[src/rtl/m_store_buf.sv]
// Store buffer: queues M-stage stores and retires them in order to the DM write port
// whenever a load is not using it. Optional STORE_ALIGN_CHECK_EN rejects misaligned w/h stores.
module m_store_buf #(
  parameter int DEPTH = 4,
  parameter int PTR_W = 2
) (
  input  logic             clk,
  input  logic             reset,
  input  logic             st_valid,
  input  logic [31:0]      st_pc,
  input  logic [31:0]      st_addr,
  input  logic [31:0]      st_data,
  input  logic [3:0]       st_op,
  output logic             st_ready,
  input  logic             ld_req,
  input  logic [31:0]      ld_addr,
  output logic             ld_stall,
  input  logic             dm_idle,
  output logic             dm_we,
  output logic [31:0]      dm_pc,
  output logic [31:0]      dm_addr,
  output logic [31:0]      dm_wd,
  output logic [3:0]       dm_op,
  input  logic             drain_req,
`ifdef STORE_ALIGN_CHECK_EN
  output logic             st_misalign,
`endif
  output logic             empty,
  output logic [PTR_W:0]   count
);

  localparam logic [3:0] MEMOP_NOPE = 4'h0;
  localparam logic [3:0] MEMOP_W    = 4'h1;
  localparam logic [3:0] MEMOP_H    = 4'h2;

  logic [31:0]      pc_q   [DEPTH];
  logic [31:0]      addr_q [DEPTH];
  logic [31:0]      data_q [DEPTH];
  logic [3:0]       op_q   [DEPTH];
  logic [DEPTH-1:0] valid_q;
  logic [PTR_W-1:0] head_q, tail_q;
  logic [PTR_W:0]   cnt_q;

  logic full, is_empty, accept, push, pop, hit;

  assign full     = (cnt_q == (PTR_W+1)'(DEPTH));
  assign is_empty = (cnt_q == '0);
  assign st_ready = !full && !drain_req;
  assign accept   = st_valid && st_ready && (st_op != MEMOP_NOPE);

`ifdef STORE_ALIGN_CHECK_EN
  logic misaligned, misalign_q;
  assign misaligned = ((st_op == MEMOP_W) && (st_addr[1:0] != 2'b00)) ||
                      ((st_op == MEMOP_H) && st_addr[0]);
  assign push        = accept && !misaligned;
  assign st_misalign = misalign_q;

  always_ff @(posedge clk or negedge reset) begin
    if (!reset) misalign_q <= 1'b0;
    else        misalign_q <= accept && misaligned;
  end
`else
  assign push = accept;
`endif

  assign pop   = !is_empty && dm_idle;
  assign dm_we = pop;
  assign empty = is_empty;
  assign count = cnt_q;

  // Head is only meaningful when occupied; show zeros otherwise.
  assign dm_pc   = is_empty ? 32'h0 : pc_q[head_q];
  assign dm_addr = is_empty ? 32'h0 : addr_q[head_q];
  assign dm_wd   = is_empty ? 32'h0 : data_q[head_q];
  assign dm_op   = is_empty ? MEMOP_NOPE : op_q[head_q];

  // Word-granular match against every pending store, regardless of access size.
  always_comb begin
    hit = 1'b0;
    for (int i = 0; i < DEPTH; i++) begin
      if (valid_q[i] && (addr_q[i][31:2] == ld_addr[31:2])) hit = 1'b1;
    end
  end
  assign ld_stall = ld_req && hit;

  always_ff @(posedge clk or negedge reset) begin
    if (!reset) begin
      for (int i = 0; i < DEPTH; i++) begin
        pc_q[i]   <= 32'h0;
        addr_q[i] <= 32'h0;
        data_q[i] <= 32'h0;
        op_q[i]   <= MEMOP_NOPE;
      end
      valid_q <= '0;
      head_q  <= '0;
      tail_q  <= '0;
      cnt_q   <= '0;
    end else begin
      // Push and pop never target the same slot: push needs !full, pop needs !empty.
      if (pop) begin
        valid_q[head_q] <= 1'b0;
        head_q          <= head_q + 1'b1;
      end
      if (push) begin
        pc_q[tail_q]    <= st_pc;
        addr_q[tail_q]  <= st_addr;
        data_q[tail_q]  <= st_data;
        op_q[tail_q]    <= st_op;
        valid_q[tail_q] <= 1'b1;
        tail_q          <= tail_q + 1'b1;
      end
      if (push && !pop)      cnt_q <= cnt_q + 1'b1;
      else if (pop && !push) cnt_q <= cnt_q - 1'b1;
    end
  end

endmodule

[config.mk]
export PLATFORM = sky130hd
export DESIGN_NAME = m_store_buf
export DESIGN_NICKNAME = d
export VERILOG_FILES = /design/src/rtl/m_store_buf.sv
export SDC_FILE = /design/constraint.sdc
export NUM_CORES = 1
export LEC_CHECK = 0
export CAP_MARGIN = 30
export CORE_AREA = 2 2 202 204
export DETAILED_ROUTE_END_ITERATION = 8
export DIE_AREA = 0 0 204 206
export PLACE_DENSITY = 0.83
export SETUP_SLACK_MARGIN = 0.05
export SLEW_MARGIN = 20
export SYNTH_ARGS = -nofsm -noshare
export SYNTH_HDL_FRONTEND = slang
export SYNTH_SLANG_ARGS = --single-unit
[constraint.sdc]
create_clock -name clk -period 5.3 [get_ports clk]
set_clock_uncertainty 0.1 [all_clocks]
set_input_delay 0.53 -clock clk [delete_from_list [all_inputs] [get_ports clk]]
set_output_delay 0.53 -clock clk [all_outputs]
set_load 0.05 [all_outputs]
Word level (Yosys, flattened, before mapping)

Index checks and enable logic that the tools add are counted.

Bits in registers: 411
Latch bits: 0
Memory bits (writable): 0
Memory bits (read-only): 0
Input bits: 138
Output and inout bits: 107
Word-level logic and storage cells: 99
Memories kept: 0

$add $sub $neg: 4
$mul: 0
Divide/modulo/power cells: 0
Order comparisons: 7
Equality and inequality tests: 5
Shifts and indexed selects: 0
Muxes and demuxes: 36
Bitwise gates (word level): 5
Reductions and logical operators: 22

Operators with widths:

| kind                  | number |
|---|---|
| $bwmux W128           | 3 |
| $mux W32              | 10 |
| $bmux W32 S2          | 3 |
| $eq A30 B30 Y1        | 4 |
| $demux W32 S2         | 1 |
| $mux W4               | 6 |
| $bwmux W16            | 1 |
| $logic_and A1 B1 Y1   | 14 |
| $bmux W4 S2           | 1 |
| $demux W4 S2          | 1 |
| $ge A3 B3 Y1 const B  | 2 |
| $lt A2 B3 Y1 const B  | 2 |
| $mux W1               | 6 |
| $mux W3               | 2 |
| $not A2 Y3            | 2 |
| $logic_not A1 Y1      | 5 |
| $add A2 B1 Y2 const B | 2 |
| $and A4 B4 Y4         | 1 |
| $demux W1 S2          | 2 |
| $ge A2 B1 Y1 const B  | 2 |
| $not A4 Y4            | 1 |
| $or A4 B4 Y4          | 1 |
| $reduce_bool A4 Y1    | 1 |
| $add A3 B1 Y3 const B | 1 |
| other kinds (5)       | 5 |

Depth between registers and ports, before layout

Depth after elaboration: 9
Depth in mapped cells: 10
Depth with buffers taken out: 9

Worst setup path after synthesis

No wires, ideal clock.

Kind: reg2reg
Start point: register cnt_q[0], in the netlist count[0]
End point: register cnt_q[2], in the netlist count[2]
Library setup time: 0.082 ns
Arrival time: 3.028 ns
Required time: 5.118 ns
Slack: 2.090 ns
Cell stages (with the launch flop): 11
Buffers on the path: 1
Clock period less this slack: 3.210 ns
Path through: dfrtp_1 nor2_1 a21oi_1 and3_1 buf_6 ha_1 inv_1 fa_1 xor2_1 nor2_1 xor2_1

Cells in the longest elaborated chain, start to end: 8
Elaborated cells between the ends (all ways): 17
Classes of those cells: add/sub (2); eq/ne (1); mux (2); reduce/logical (12)

Ends and longest elaborated chain:

| what                               | line | source |
|---|---|---|
| start, declared                    | 42   | `logic [PTR_W:0] cnt_q;` |
| start signal, assigned             | 112  | `if (push && !pop) cnt_q <= cnt_q + 1'b1;` |
| start signal, assigned             | 113  | `else if (pop && !push) cnt_q <= cnt_q - 1'b1;` |
| $eq A3 B3 Y1 *                     | 46   | `assign full = (cnt_q == (PTR_W+1)'(DEPTH));` |
| $logic_not A1 Y1 *                 | 48   | `assign st_ready = !full && !drain_req;` |
| $logic_and A1 B1 Y1 *              | 48   |  |
| named net st_ready                 | 14   | `output logic st_ready,` |
| $logic_and A1 B1 Y1 * (2 in a row) | 49   | `assign accept = st_valid && st_ready && (st_op != MEMOP_NOPE);` |
| named net accept                   | 44   | `logic full, is_empty, accept, push, pop, hit;` |
| $logic_not A1 Y1                   | 113  |  |
| $logic_and A1 B1 Y1                | 113  |  |
| $reduce_bool A2 Y1 (no line)       | n/a  |  |

Mark *: on every way through the listed nets, which the timed path passes. The rest lies on a longest branch. The select of a mux whose other input is x is not followed.
A chain may end at the register's enable or synchronous reset.

Worst setup path after layout

Start point: register head_q[0]
End point: output port dm_addr[12]

Cells in the longest elaborated chain, start to end: 5

Ends and longest elaborated chain:

| what                                        | line | source |
|---|---|---|
| start, declared                             | 41   | `logic [PTR_W-1:0] head_q, tail_q;` |
| start signal, assigned                      | 102  | `head_q <= head_q + 1'b1;` |
| $not A2 Y3 (not written as such)            | 73   | `assign dm_addr = is_empty ? 32'h0 : addr_q[head_q];` |
| $bmux W32 S2                                | 73   |  |
| $mux W32 (not written as such) (2 in a row) | 73   |  |
| $mux W32                                    | 73   |  |
| end, declared                               | 21   | `output logic [31:0] dm_addr,` |

No other way between the ends. The select of a mux whose other input is x is not followed.

==> results.json <==
{
  "initial_core_util_pct": 54.0,
  "placed_area_um2": 24000,
  "initial_antenna_violation_count": 5,
  "crit_arrival_ps": 3440,
  "seqPwrFrac_pct": 29.8,
  "synth_largest_type_area_fraction_pct": 47.4,
  "route.vias.total": 11971,
  "crit_path_max_fanout": 36,
  "drt_first_iter_violations": 748,
  "worst_slew_margin_rel_pct": 33.6,
  "pin_count": 245,
  "syn_avg_cell_area_um2": 16.5,
  "post-cts-setup-buffer-count": 0,
  "cts_max_level": 2,
  "post-route-period-util_pct": 76.9,
  "yosys.area_share.simple_pct": 4.45,
  "layout.cell_area.non_filler_um2": 25600,
  "clk_root_buffer_cell": "clkbuf_16",
  "netlist-cell-type-count": 27,
  "floorplan.die.width_um": 204,
  "grt_max_degree": 153,
  "synth_area_leaders": "dfrtp_1 (47%), mux2_4 (25%), mux4_2 (10%)",
  "post-synth-top-area-cell": "dfrtp_1",
  "dpl.cell_count": 2008,
  "cell_area_after_technology_mapping_um2": 21700,
  "layoutNonFillerInstCount": 2097,
  "yosys_most_used_dff": "dfrtp_1",
  "final-max-slew-violation-count": 0,
  "viasPerCell": 5.71,
  "grt-ovfl-total": 0,
  "fin_setup_tns_ps": 0,
  "synth_compound_area_share_pct": 0.248,
  "post-dp-hpwl_um": 31300,
  "p_per_area_nw_per_um2": 783,
  "total_switching_power_mw": 7.92,
  "timing_worst_slew_pin_value_ps": 997,
  "detail_route.drc_violations": 0,
  "cts_made_buffers": 45,
  "start_to_end_type_of_the_worst_setup_path": "reg -> out",
  "ys_warn_count": 0,
  "drv.max_cap_violation_count": 0,
  "yosys-mux-area-fraction_pct": 37.4,
  "met1_capacity_usage_during_global_routing_pct": 33.4,
  "timing.hold.worst.class": "reg -> reg",
  "use_met2_pct": 38.2,
  "unrepaired_setup_endpoints_after_global_routing": "false",
  "critical_path.endpoint_type": "primary output",
  "insertion_delay_to_the_later_sink_of_the_worst_skew_pair_ps": 560,
  "number_of_cell_rows": 74,
  "die_h_um": 206,
  "grt_first_pass_wirelength_um": 77800,
  "cts_buffer_depth": 3,
  "cts.sinks": 411,
  "final_hold_viol_count": 0,
  "fmaxAchievable_mhz": 245,
  "outcome": "finished, final reports clean",
  "busiest_layer": "met2",
  "syn_nets": 1460,
  "post_synth_most_frequent_cells": "dfrtp_1 (411), mux2_4 (356), nor2b_1 (101)",
  "track_usage_pct": 24.1,
  "area_growth_syn_to_layout_pct": 18.1,
  "fillerInstances": 2868,
  "drt_pass1_iterations": 5,
  "report.final.setup_viol": 0,
  "worst_setup_hold_path_clk_slew_ps": 60,
  "vias_in_the_first_global_route": 13326,
  "area.sequential_um2": 10300,
  "post_synth_inst_count": 1312,
  "drive_above_1_share_pct": 38.4,
  "tritoncts": "done",
  "synth-seq-area-share_pct": 47.4,
  "multiInputGateArea_um2": 10400,
  "postRouteAntennaNets": 0,
  "synth-async-reset-ratio_pct": 100,
  "layout_setup_ws_ps": 1230,
  "num-nets-final": 1673,
  "synth_enable_flop_cells": 0,
  "vdd_drop_max_mv": 0.717,
  "die_area_um2": 42000,
  "synth-adder-area-share_pct": 0.611,
  "wire_per_inst_um": 23.7,
  "final_weighted_congestion_in_routability_driven_placement": 0.897,
  "pwr-share-comb_pct": 53.8,
  "synth_top_family_by_area": "multiplexers",
  "layout_min_cycle_time_ps": 4070,
  "power_report.internal_total_mw": 12.1,
  "cellLeakagePower_nw": 10.9,
  "fin_total_pwr_mw": 20.1,
  "switching_share_of_total_power_pct": 39.5,
  "port-buffer-count": 242,
  "totalWireLength_um": 49800,
  "fp.coreArea_um2": 40200,
  "worst_case_setup_slack_after_placement_ps": 1500,
  "post_synthesis_sequential_element_count": 411,
  "required_ps": 4670,
  "kind_of_start_point_of_the_critical_path": "flip-flop",
  "post_cts_resized": 0,
  "yosys.cell_count.top_type": "dfrtp_1",
  "fraction_of_synthesized_cell_area_in_xor_and_xnor_cells_pct": 5.05,
  "power.share.clock_pct": 16.4,
  "grt_use_met3_pct": 4.65
}
final timing paths:
check	from	to	slack (ps)	depth (start not counted)
max	head_q[0]	dm_addr[12]	1230	4
min	valid_q[1]	valid_q[1]	400	1
max reg2reg	count[0]	data_q[0]	2050	6
min reg2reg	valid_q[1]	valid_q[1]	400	1
max in group asynchronous	reset	pc_q[51]	3220	3
min in group asynchronous	reset	addr_q[33]	530	2
sequential cells by signal, indices dropped and copies added (netlist names):
register / count
addr_q: 128
data_q: 128
pc_q: 128
op_q: 16
valid_q: 4
count: 3
head_q: 2
tail_q: 2
worst max-delay path: stages, from the launching register on:
cell,delay [ps]
dfrtp_4,970
buf_12,390
mux4_2,550
nor2b_1,190
clkdlybuf4s50_1,750
cell families (layout without fill, tap and decap cells):
logic type / Yosys count / in the layout
flops: 411 / 411
xor+xnor: 125 / 125
mux: 501 / 501
fa+ha+maj: 10 / 10
simple gates: 156 / 156
compound gates: 8 / 8
other cells: 0 / 4
buf+inv: 101 / 350
layout make-up:
cell class,count,share of cell area [%]
Antenna cell,4,0.0391
Tap cell,532,2.60
Timing Repair Buffer,260,10.6
Clock buffer,69,5.42
Inverter,7,0.103
Multi-Input combinational cell,800,40.4
Sequential cell,411,40.2
Clock inverter,14,0.688
metrics by stage:
stage / hold slack [ps] / util (%)
2_1_floorplan: 134 / -
3_3_place_gp: 370 / 59.7
3_5_place_dp: 389 / 59.8
4_1_cts: 403 / 63.7
5_1_grt: 410 / 63.8
6_report: 397 / 63.8
timing repair:
| item | 4_1_cts | 5_1_grt |
|---|---|---|
| hold endpoints to repair | 93 | 0 |
| setup endpoints to repair | 0 | 0 |
| hold buffers | 1 | 0 |
routing by layer:
layer  vias up  share of wire, %
met5         -             0.046
met4         4               2.5
met3        83               5.5
met2       314                48
met1      6424                44
li1       5146                 -
power by group through the flow:
stage | Clock, mW | Sequential [mW] | Combinational (mW)
floorplan | 0 | 5.51 | 8.30
global placement | 0 | 5.88 | 10.7
detailed placement | 0 | 5.99 | 10.8
CTS | 3.34 | 5.98 | 10.9
global route | 3.45 | 6.19 | 11.3
finish | 3.28 | 5.98 | 10.8
cell usage in the layout, fill, tap and decap left out, types with 13 or more instances in the layout:
| master | n |
|---|---|
| mux4_2 | 100 |
| clkdlybuf4s50_1 | 241 |
| nand4_1 | 24 |
| dfrtp_1 | 409 |
| xnor2_1 | 79 |
| mux2_4 | 356 |
| mux2_2 | 45 |
| nor4_1 | 16 |
| xor2_1 | 46 |
| nor2b_1 | 101 |
| clkbuf_8 | 13 |
| clkbuf_16 | 47 |
Note: power is estimated with default switching activity, not from simulation.
